File: src/rtl/lcb_reply_sched.sv
// rtl/lcb_reply_sched.sv - request parser, turnaround scheduler and reply streamer for a half-duplex RS485 link
//
// Parses SYNC / MY_ADDR / CYC request frames from the UART receiver, waits the
// bus turnaround time, switches the RS485 driver on with break-before-make,
// then streams cycle byte, REPLY_LEN answer-ROM bytes and an 8-bit checksum to
// the UART transmitter before handing the bus back to the receiver.
//
// Ports:
//   clk        system clock
//   reset      asynchronous active-low reset
//   iValid     one-cycle strobe, received byte on iData
//   iData      received byte
//   rom_addr   answer ROM address
//   rom_data   answer ROM data, valid one clk after rom_addr changes
//   tx_start   one-cycle pulse, loads tx_data into the transmitter
//   tx_data    byte to transmit, held until tx_busy falls
//   tx_busy    transmitter busy
//   dirTX      RS485 driver enable
//   dirRX      RS485 receiver enable
//   busy       high while a reply is scheduled or in progress
//   frame_err  one-cycle pulse on header error or inter-byte gap timeout
//   cycle_no   cycle byte of the last accepted request

module lcb_reply_sched #(
  parameter logic [7:0] SYNC      = 8'hA5,
  parameter logic [7:0] MY_ADDR   = 8'h03,
  parameter int         REPLY_LEN = 8,
  parameter int         TURN_CYC  = 400,
  parameter int         GUARD_CYC = 80,
  parameter int         GAP_CYC   = 2000
) (
  input  logic       clk,
  input  logic       reset,
  input  logic       iValid,
  input  logic [7:0] iData,
  output logic [4:0] rom_addr,
  input  logic [7:0] rom_data,
  output logic       tx_start,
  output logic [7:0] tx_data,
  input  logic       tx_busy,
  output logic       dirTX,
  output logic       dirRX,
  output logic       busy,
  output logic       frame_err,
  output logic [7:0] cycle_no
);

  localparam int MAX_A   = (TURN_CYC > GAP_CYC) ? TURN_CYC : GAP_CYC;
  localparam int CNT_MAX = (MAX_A > GUARD_CYC) ? MAX_A : GUARD_CYC;
  localparam int CNT_W   = $clog2(CNT_MAX + 1);

  // Index of the checksum byte, i.e. the last byte of a reply.
  localparam logic [5:0] LAST_IDX = 6'(REPLY_LEN + 1);
  localparam logic [5:0] ROM_LEN  = 6'(REPLY_LEN);

  typedef enum logic [3:0] {
    S_IDLE,
    S_HDR,
    S_ADR,
    S_TURN,
    S_BBM_ON,
    S_GUARD_ON,
    S_SEND,
    S_WAIT_HI,
    S_WAIT_LO,
    S_GUARD_OFF,
    S_BBM_OFF
  } state_t;

  state_t           state_q;
  logic [CNT_W-1:0] cnt_q;
  logic [5:0]       idx_q;
  logic [7:0]       sum_q;
  logic [4:0]       rom_addr_q;
  logic             tx_start_q;
  logic [7:0]       tx_data_q;
  logic             dir_tx_q;
  logic             dir_rx_q;
  logic             frame_err_q;
  logic [7:0]       cycle_no_q;

  logic             gap_expired;
  logic             rom_step;
  logic             rom_byte;
  logic [7:0]       next_byte;

  // Gap counter holds clocks since the last accepted header byte.
  assign gap_expired = (cnt_q == CNT_W'(GAP_CYC - 1));

  // While byte idx is on the wire, move the ROM address to the next byte's
  // slot so rom_data has settled by the following SEND. Stops at REPLY_LEN-1.
  assign rom_step = (idx_q != 6'd0) && (idx_q < ROM_LEN);

  // Bytes 1..REPLY_LEN come from the ROM; the checksum is seeded with byte 0.
  assign rom_byte = (idx_q != 6'd0) && (idx_q <= ROM_LEN);

  always_comb begin
    next_byte = sum_q;
    if (idx_q == 6'd0) begin
      next_byte = cycle_no_q;
    end else if (idx_q <= ROM_LEN) begin
      next_byte = rom_data;
    end
  end

  always_ff @(posedge clk or negedge reset) begin
    if (!reset) begin
      state_q     <= S_IDLE;
      cnt_q       <= '0;
      idx_q       <= '0;
      sum_q       <= '0;
      rom_addr_q  <= '0;
      tx_start_q  <= 1'b0;
      tx_data_q   <= '0;
      dir_tx_q    <= 1'b0;
      dir_rx_q    <= 1'b1;
      frame_err_q <= 1'b0;
      cycle_no_q  <= '0;
    end else begin
      tx_start_q  <= 1'b0;
      frame_err_q <= 1'b0;
      case (state_q)
        S_IDLE: begin
          if (iValid && (iData == SYNC)) begin
            state_q <= S_HDR;
            cnt_q   <= '0;
          end
        end
        S_HDR: begin
          // A received byte beats a gap expiry in the same cycle.
          if (iValid) begin
            cnt_q <= '0;
            if (iData == MY_ADDR) begin
              state_q <= S_ADR;
            end else if (iData != SYNC) begin
              state_q     <= S_IDLE;
              frame_err_q <= 1'b1;
            end
          end else if (gap_expired) begin
            state_q     <= S_IDLE;
            cnt_q       <= '0;
            frame_err_q <= 1'b1;
          end else begin
            cnt_q <= cnt_q + 1'b1;
          end
        end
        S_ADR: begin
          if (iValid) begin
            cycle_no_q <= iData;
            cnt_q      <= CNT_W'(TURN_CYC);
            state_q    <= S_TURN;
          end else if (gap_expired) begin
            state_q     <= S_IDLE;
            cnt_q       <= '0;
            frame_err_q <= 1'b1;
          end else begin
            cnt_q <= cnt_q + 1'b1;
          end
        end
        S_TURN: begin
          if (cnt_q <= CNT_W'(1)) begin
            dir_rx_q <= 1'b0;
            state_q  <= S_BBM_ON;
          end else begin
            cnt_q <= cnt_q - 1'b1;
          end
        end
        S_BBM_ON: begin
          // One clock with both pins low has just elapsed. SEND itself takes
          // one clock, so the guard counter runs one short.
          dir_tx_q <= 1'b1;
          cnt_q    <= CNT_W'(GUARD_CYC - 1);
          state_q  <= S_GUARD_ON;
        end
        S_GUARD_ON: begin
          if (cnt_q <= CNT_W'(1)) begin
            rom_addr_q <= '0;
            sum_q      <= cycle_no_q;
            idx_q      <= '0;
            cnt_q      <= '0;
            state_q    <= S_SEND;
          end else begin
            cnt_q <= cnt_q - 1'b1;
          end
        end
        S_SEND: begin
          if (!tx_busy) begin
            tx_start_q <= 1'b1;
            tx_data_q  <= next_byte;
            cnt_q      <= '0;
            state_q    <= S_WAIT_HI;
          end
        end
        S_WAIT_HI: begin
          // A transmitter that never raises busy is treated as having taken
          // the byte after four clocks.
          if (tx_busy || (cnt_q == CNT_W'(3))) begin
            state_q <= S_WAIT_LO;
            if (rom_step) begin
              rom_addr_q <= rom_addr_q + 1'b1;
            end
          end else begin
            cnt_q <= cnt_q + 1'b1;
          end
        end
        S_WAIT_LO: begin
          if (!tx_busy) begin
            if (rom_byte) begin
              sum_q <= sum_q + tx_data_q;
            end
            idx_q <= idx_q + 1'b1;
            if (idx_q == LAST_IDX) begin
              cnt_q   <= CNT_W'(GUARD_CYC);
              state_q <= S_GUARD_OFF;
            end else begin
              state_q <= S_SEND;
            end
          end
        end
        S_GUARD_OFF: begin
          if (cnt_q <= CNT_W'(1)) begin
            dir_tx_q <= 1'b0;
            state_q  <= S_BBM_OFF;
          end else begin
            cnt_q <= cnt_q - 1'b1;
          end
        end
        S_BBM_OFF: begin
          dir_rx_q <= 1'b1;
          cnt_q    <= '0;
          state_q  <= S_IDLE;
        end
        default: begin
          state_q  <= S_IDLE;
          cnt_q    <= '0;
          dir_tx_q <= 1'b0;
          dir_rx_q <= 1'b1;
        end
      endcase
    end
  end

  assign rom_addr  = rom_addr_q;
  assign tx_start  = tx_start_q;
  assign tx_data   = tx_data_q;
  assign dirTX     = dir_tx_q;
  assign dirRX     = dir_rx_q;
  assign frame_err = frame_err_q;
  assign cycle_no  = cycle_no_q;
  assign busy      = (state_q != S_IDLE) && (state_q != S_HDR) && (state_q != S_ADR);

endmodule

File: config.mk
export PLATFORM = sky130hd
export DESIGN_NAME = lcb_reply_sched
export DESIGN_NICKNAME = d
export VERILOG_FILES = /design/src/rtl/lcb_reply_sched.sv
export SDC_FILE = /design/constraint.sdc
export NUM_CORES = 1
export LEC_CHECK = 0
export BUFFER_PORTS_ARGS = -buffer_cell sky130_fd_sc_hd__buf_2
export CAP_MARGIN = 20
export CORE_ASPECT_RATIO = 1.2
export CORE_MARGIN = 2
export CORE_UTILIZATION = 51
export CTS_CLUSTER_DIAMETER = 100
export DETAILED_ROUTE_END_ITERATION = 7
export GPL_ROUTABILITY_DRIVEN = 0
export PLACE_DENSITY_LB_ADDON = 0.05
export SYNTH_ARGS = -nofsm -noshare
export SYNTH_HDL_FRONTEND = slang
export SYNTH_SLANG_ARGS = --single-unit
File: constraint.sdc
create_clock -name clk -period 2.51 [get_ports clk]
set_clock_uncertainty 0.2 [all_clocks]
set_input_delay 0.251 -clock clk [delete_from_list [all_inputs] [get_ports clk]]
set_output_delay 0.251 -clock clk [all_outputs]
set_load 0.02 [all_outputs]
* Word-level counts from Yosys, hierarchy flattened
Index checks and enable logic that the tools add are counted.
Cells by class: bitwise gates (word level) 3, $add $sub $neg 5, mux-type cells 49, reduce and logical (&&, ||, !) cells 24, magnitude comparators 3, equality and inequality tests 31
Operator list (count):
- $mux 11 | 10
- $pmux 11 s9 | 1
- $mux 4 | 13
- $mux 8 | 5
- $pmux 4 s10 | 1
- $ne 2x2->1 const B | 12
- $reduce_or 9->1 | 2
- $eq 4x3->1 const B | 4
- $pmux 8 s2 | 1
- $mux 5 | 3
- $eq 4x4->1 const B | 3
- $mux 6 | 2
- $pmux 6 s2 | 1
- $add 11x1->11 const B | 1
- $eq 11x11->1 const B | 1
- $eq 11x2->1 const B | 1
- $le 11x1->1 const B | 1
- $sub 11x1->11 const B | 1
- $pmux 5 s2 | 1
- $add 8x8->8 | 1
- $eq 4x2->1 const B | 2
- $eq 8x2->1 const B | 1
- $eq 8x8->1 const B | 1
- $mux 1 | 8
- other kinds (26) | 38
Word-level totals: output and inout bits 26, logic and storage cells 126, input port bits 20, register bits after elaboration 54

* Logic depth before layout (Yosys ltp)
Gate-level depths: netlist (run 1).
depth in word-level cells 5, mapped depth 10, depth with buffers taken out 9

* Worst setup path after synthesis (run 1)
Ideal clock, no wire load.
path type register to register, start point register tx_data_q[1] (netlist: tx_data[1]), end point register sum_q[7], stages on the path, launching flop included 8, arrival 2.196 ns, slack -0.002 ns, period minus slack after synthesis 2.512 ns, data required time 2.194 ns, library setup time 0.116 ns, path buffers 0, cell sequence dfrtp_1 -> ha_1 -> a21o_1 -> a211o_1 -> a2111oi_0 -> o21ai_0 -> and2_1 -> o311ai_0
Between the ends: word-level cells in the longest chain between the ends 4
Ends and longest elaborated chain:
- start, declared | RTL line 76 | logic [7:0] tx_data_q;
- start signal, assigned | RTL line 189 | tx_data_q <= next_byte;
- $add 8x8->8 | RTL line 209 | sum_q <= sum_q + tx_data_q;
- $mux 8 | RTL line 208 | if (rom_byte) begin
- $mux 8 | RTL line 207 | if (!tx_busy) begin
- $pmux 8 s2 | RTL line 122 | case (state_q)
- end signal, assigned | RTL line 178 | sum_q <= cycle_no_q;
- end signal, assigned | RTL line 209
- end, declared | RTL line 73 | logic [7:0] sum_q;
No other way between the ends. The select of a mux whose other input is x is not followed. A chain may end at the register's enable or synchronous reset.

* Worst setup path after layout (run 1)
Same ends and word-level chain as after synthesis.

==> out/results.md, run 1 <==
* clock-pin slew reported for the worst setup and hold paths after clock tree synthesis: 0.10 ns
* fraction of layout cells with a size suffix above 1: 0.2729
* switching share of power: 0.4695
* initial antenna violation count: 0
* total of warnings raised by yosys: 0
* Hold Violations, Final: 0
* CTS Root Cell: clkbuf_8
* post-synthesis average cell area: 8.673 um2
* layout net count: 558
* part of the total power dissipated in the clock network: 0.099
* count of state elements after synthesis: 54
* maximum number of pins on one net before global-route repair: 55
* most instantiated library cell after synthesis: dfrtp_1
* post-detailed-placement half-perimeter wirelength: 7320 um
* cell-internal power: 3259 uW
* Clock Latency Late Sink: 0.31 ns
* Core Util, Final: 0.6397
* critical setup path kind: register to register
* endpoints failing setup: 0
* largest cells by area after synthesis: dfrtp_1, o21ai_0, mux2_2
* signal arrival time at the worst endpoint: 2.39 ns
* outcome: complete, no violations
* Floorplan Core Area: 7274 um2
* setup TNS after final layout: 0 ns
* Chip Height: 98.98 um
* cell type contributing the most total cell area after synthesis: dfrtp_1
* average via count per standard cell: 5.832
* commonest register cell after synthesis: dfrtp_1
* io pins: 46
* CP startpoint kind: register
* list of most frequent post-synthesis cells: dfrtp_1, nor2_1, o21ai_0
* origin of the worst min-delay path: iData[7]
* WL per Instance: 16.01 um
* number of synthesized flops with an enable pin: 0
* synthesized instance count: 442
* cell area power density: 1320 nW/um2
* max capacitance violation total: 0
* starting density of the core: 0.5270
* relative contribution of sequential cells to total power: 0.269
* Starting DRT DRC Count: 162
* min cycle time layout: 2.385 ns
* synth unique cells: 69
* vias in the first global route: 3463
* Min Hold Slack: 0.008652 ns
* final clock period utilization by the worst path: 0.9500
* area of the mapped netlist: 3834 um2
* ys async rst share: 1.000
* area growth from synthesis to layout: 21.38%
* Detail Route Antenna Nets: 0
* Required @ worst endpoint: 2.52 ns
* CTS buffer count: 5
* Worst R2R Setup Slack: 0.13 ns
* buffer levels on the longest clock path: 2
* reg2reg end: sum_q[7]$_DFFE_PN0P_
* total DRC errors in the routed layout: 0
* switching power: 2884 uW
* All-Layer GR Usage: 0.2480
* total number of placement rows: 34
* sequential cell area fraction in the yosys report: 0.3528
* maximum fanout encountered on the critical timing path: 2
* number of antenna repair diodes: 0
* P_leak: 0.002159 uW
* category of the worst setup path capture point: register
* number of nets produced by synthesis: 477
* via count of the routed design: 3581
* die span in x: 83.15 um
* end of the worst hold path: cycle_no[7]$_DFFE_PN0P_
* CTS tree: built
* share of total power in combinational logic: 0.632
* grt ovf: 0
* max-slew headroom at the worst pin: 0.6058
* Cells on Worst Hold Path: 2
* number of cells on the worst reg-to-reg path: 7
* maximum level of the CTS H-tree: 2
* Worst Hold Class: input port to register
* count of port buffers added during placement: 45
* first-pass iteration count of the detailed router: 4
* worst supply voltage drop on vdd: 0.0009797 V
* post-synth top area share: 0.3460
* final routed wirelength across all metal layers: 9828 um
* final-layout fill cell count: 644
* critical register-to-register path startpoint: tx_data[1]$_DFFE_PN0P_
* actual transition at the worst max-transition pin: 0.5868 ns
* global-route wire length before repair: 16770 um
* highest attainable clock frequency: 419.4 MHz
* Die ar.: 8229 um2
* CTS sink count: 54
* Slew Limit Fails: 0
## registers in the layout, summed over array words and instances, names as in the netlist, 4 cells and up
name and cells:
cnt_q 11, cycle_no 8, idx_q 6, rom_addr 5, state_q 4, sum_q 8
tx_data 8
## kinds of logic after synthesis
group           after synthesis  synth area share
buf+inv                      40           0.04765
mux                          26           0.07311
flops                        54            0.3528
xor+xnor                     15           0.03427
fa+ha+maj                    15           0.05091
simple gates                170            0.2379
compound gates              122            0.2033
## layer usage
layer  GRT usage  part of all wire  routed length, um  vias up
li1            -                 -                  -     1772
met1      0.3232              0.45               4386     1716
met2      0.4355              0.51               4980       80
met3     0.02848             0.031                300       13
met4     0.07188             0.016                160        0
met5           0                 0                  0        -
## power by group through the flow
stage / clock, uW / combinational, uW / sequential (uW)
6_report: 606 / 3890 / 1650
5_1_grt: 647 / 4300 / 1720
4_1_cts: 626 / 3790 / 1640
3_5_place_dp: 0 / 3750 / 1660
3_3_place_gp: 0 / 3700 / 1640
2_1_floorplan: 0 / 2460 / 1700
## worst max-delay path by stage
stage,depth (start not counted),startpoint,endpoint
2_1_floorplan,7,tx_data[1]$_DFFE_PN0P_,sum_q[7]$_DFFE_PN0P_
3_3_place_gp,7,iData[3],state_q[2]$_DFFE_PN0P_
3_5_place_dp,7,tx_data[1]$_DFFE_PN0P_,sum_q[7]$_DFFE_PN0P_
4_1_cts,7,tx_data[1]$_DFFE_PN0P_,sum_q[7]$_DFFE_PN0P_
5_1_grt,7,sum_q[1]$_DFFE_PN0P_,sum_q[7]$_DFFE_PN0P_
6_report,7,tx_data[1]$_DFFE_PN0P_,sum_q[7]$_DFFE_PN0P_
## worst max-delay path: stages (launching register included)
cell and delay (ns):
dfrtp_1 0.40, ha_1 0.29, a21o_1 0.19, a211o_1 0.34, a2111oi_4 0.32, o21ai_1 0.13
and2_1 0.16, o311ai_0 0.26
## what timing repair did
action / in CTS / in global routing
endpoints found under the hold margin: 56 / 0
setup endpoints to repair: 1 / 15
hold buffers: 3 / 0
pin swaps: 0 / 1
buffers inserted: 0 / 2
gates resized for setup: 1 / 10
## metrics by stage
stage | power (uW) | instances | area, um2 | setup slack, ns
after floorplan | 4159 | 442 | 3835 | 0.03816
after global placement | 5339 | 601 | 4457 | 0.03777
after detailed placement | 5408 | 601 | 4457 | 0.002002
after CTS | 6056 | 612 | 4602 | 0.05694
after global routing | 6666 | 614 | 4653 | -0.0008942
final | 6144 | 614 | 4653 | 0.1254
## layout make-up
cell class                 instances  area (um2)  share of cell area
multi-input combinational        348        2342              0.5034
sequential                        54        1356              0.2915
timing repair buffer              99       675.6              0.1452
tap                               90       112.6             0.02420
clock buffer                       6       72.57             0.01560
inverter                          15       56.30             0.01210
clock inverter                     2       37.54            0.008067
## cells in the final DEF, fill, tap and decap left out, drive strengths merged, types with 3 or more instances in the layout
master	count
nor4	5
and3	4
a31oi	8
nor2b	11
nor2	43
nand4	11
inv	15
or4b	3
nand2	36
and2	8
o211ai	3
dfrtp	53
buf	96
o21ai	43
clkbuf	6
o32ai	3
ha	14
nand3	11
xor2	14
o31ai	5
a22oi	3
a21oi	28
or2	3
mux2i	10
nand2b	7
o2111ai	3
a21o	4
o21bai	3
dlygate4sd3	3
mux2	16
nor3	19
No activity file was read; power rests on OpenSTA's default activity.
==> run 2: changes to the inputs <==
==> constraint.sdc (replaced) <==
create_clock -name clk -period 2.4 [get_ports clk]
set_clock_uncertainty 0.2 [all_clocks]
set_input_delay 0.24 -clock clk [delete_from_list [all_inputs] [get_ports clk]]
set_output_delay 0.24 -clock clk [all_outputs]
set_load 0.02 [all_outputs]
==> run 2 against run 1 <==
First-iteration DRC count grew 57%; wire length grew 6.3%; via count grew 5.0%; critical path type unchanged; largest cell class unchanged; largest power group unchanged.
==> out/results.md, run 2 (same netlist as run 1, synthesis figures left out) <==
* category of the worst setup path capture point: register
* final routed wirelength across all metal layers: 10450 um
* cell breakdown of the critical path: ha_4 > a21o_1 > a211o_1 > a2111oi_4 > o21ai_1 > and2_1 > o311ai_1
* final clock period utilization by the worst path: 0.9714
* most frequent standard cell in the layout excluding fill and tap cells: buf_4
* final worst setup slack: 0.06856 ns
* buffer levels on the longest clock path: 2
* Slew Limit Fails: 0
* All-Layer GR Usage: 0.2569
* met2 Track Usage GR: 0.4349
* cell area power density: 1397 nW/um2
* global-route wire length before repair: 17440 um
* min cycle time layout: 2.331 ns
* die span in x: 83.15 um
* CTS Root Cell: clkbuf_8
* area growth from synthesis to layout: 27.81%
* vias in the first global route: 3666
* met3 Track Usage GR: 0.02513
* initial antenna violation count: 0
* register bank with the most flops: cnt_q
* highest attainable clock frequency: 428.9 MHz
* P_leak: 0.002291 uW
* starting density of the core: 0.5270
* average via count per standard cell: 5.912
* count of port buffers added during placement: 45
* Floorplan Core Area: 7274 um2
* WL per Instance: 16.42 um
* grt ovf: 0
* maximum number of pins on one net before global-route repair: 38
* Core Util, Final: 0.6735
* Required @ worst endpoint: 2.42 ns
* post-detailed-placement half-perimeter wirelength: 7661 um
* maximum level of the CTS H-tree: 2
* Worst path slowest cell: dfrtp_2
* Die ar.: 8229 um2
* RSZ-0062 raised after global routing: yes
* Setup Slack @ Placement: -0.1202 ns
* first-pass iteration count of the detailed router: 5
* endpoints failing setup: 0
* Clock Latency Late Sink: 0.31 ns
* Starting DRT DRC Count: 255
* fraction of layout cells with a size suffix above 1: 0.3095
* critical setup path kind: register to register
* most congested layer reported by global routing: met2
* outcome: complete, no violations
* most frequent cells in the layout: buf_4, dfrtp_1, buf_2
* CTS sink count: 54
* Chip Height: 98.98 um
* CTS tree: built
* max capacitance violation total: 0
* CTS buffer count: 5
* clock-pin slew reported for the worst setup and hold paths after clock tree synthesis: 0.11 ns
* total number of placement rows: 34
* actual transition at the worst max-transition pin: 0.6058 ns
* Largest register FFs: 11
* number of antenna repair diodes: 0
* worst supply voltage drop on vdd: 0.0009533 V
* io pins: 46
* Largest stage delay, worst path: 0.44 ns
* via count of the routed design: 3760
* Detail Route Antenna Nets: 0
* signal arrival time at the worst endpoint: 2.35 ns
* total DRC errors in the routed layout: 0
* CP startpoint kind: register
* met1 track utilization from global routing: 0.3365
* Min Hold Slack: 0.06977 ns
* layout net count: 580
* Worst Hold Class: input port to register
* max-slew headroom at the worst pin: 0.5930
* maximum fanout encountered on the critical timing path: 2
* Hold Violations, Final: 0
[run 2: worst max-delay path: cells and delay by family, from the launching register on]
kind,cells,cell delay (ns)
and+or+nand+nor,1,0.17
adders and majority gates,1,0.23
AOI/OAI and AO/OA,5,1.19
DFF,1,0.44
[run 2: final timing paths]
| kind | from | end | slack [ns] | cells past startpoint |
|---|---|---|---|---|
| min in group asynchronous | reset | idx_q[1]$_DFFE_PN0P_ | 0.19 | 2 |
| hold reg to reg | dirRX$_DFFE_PN1P_ | dirRX$_DFFE_PN1P_ | 0.30 | 2 |
| setup reg to reg | tx_data[1]$_DFFE_PN0P_ | sum_q[7]$_DFFE_PN0P_ | 0.07 | 7 |
| setup / recovery | tx_data[1]$_DFFE_PN0P_ | sum_q[7]$_DFFE_PN0P_ | 0.07 | 7 |
| hold / removal | iData[6] | cycle_no[6]$_DFFE_PN0P_ | 0.07 | 3 |
| max in group asynchronous | reset | cnt_q[0]$_DFFE_PN0P_ | 1.24 | 3 |
[run 2: cell type report]
type / instances / area (um2)
Sequential cell: 54 / 1358
Clock inverter: 3 / 47.55
Clock buffer: 5 / 68.82
Fill cell: 614 / 2375
Tap cell: 90 / 112.6
Multi-Input combinational cell: 348 / 2385
Timing Repair Buffer: 121 / 872.1
Inverter: 15 / 56.30
[run 2: metrics by stage]
stage                     setup TNS (ns)  total power [uW]  area, um2  instances
final                                  0              6847       4900        636
after global routing            -0.07283              7409       4900        636
after CTS                              0              6626       4795        632
after detailed placement         -0.3810              5877       4588        616
after global placement           -0.1155              5785       4588        616
after floorplan                        0              4373       3841        442
[run 2: metal layers]
metal | wire, um | up-vias
li1 | - | 1817
met1 | 4363 | 1794
met2 | 5293 | 125
met3 | 507 | 24
met4 | 282 | 0
met5 | 0 | -
[run 2: timing repair]
action / CTS / global route
setup buffers: 1 / 5
gates resized for setup: 3 / 19
pin swaps: 3 / 10
hold buffers: 7 / 0
endpoints found under the hold margin: 22 / 0
setup endpoints to repair: 1 / 25
[run 2: report_power, final]
group | leakage [uW] | switching [uW] | internal, uW
sequential | 0.000680 | 382 | 1290
clock | 0.0000587 | 333 | 317
combinational | 0.00155 | 2490 | 2040
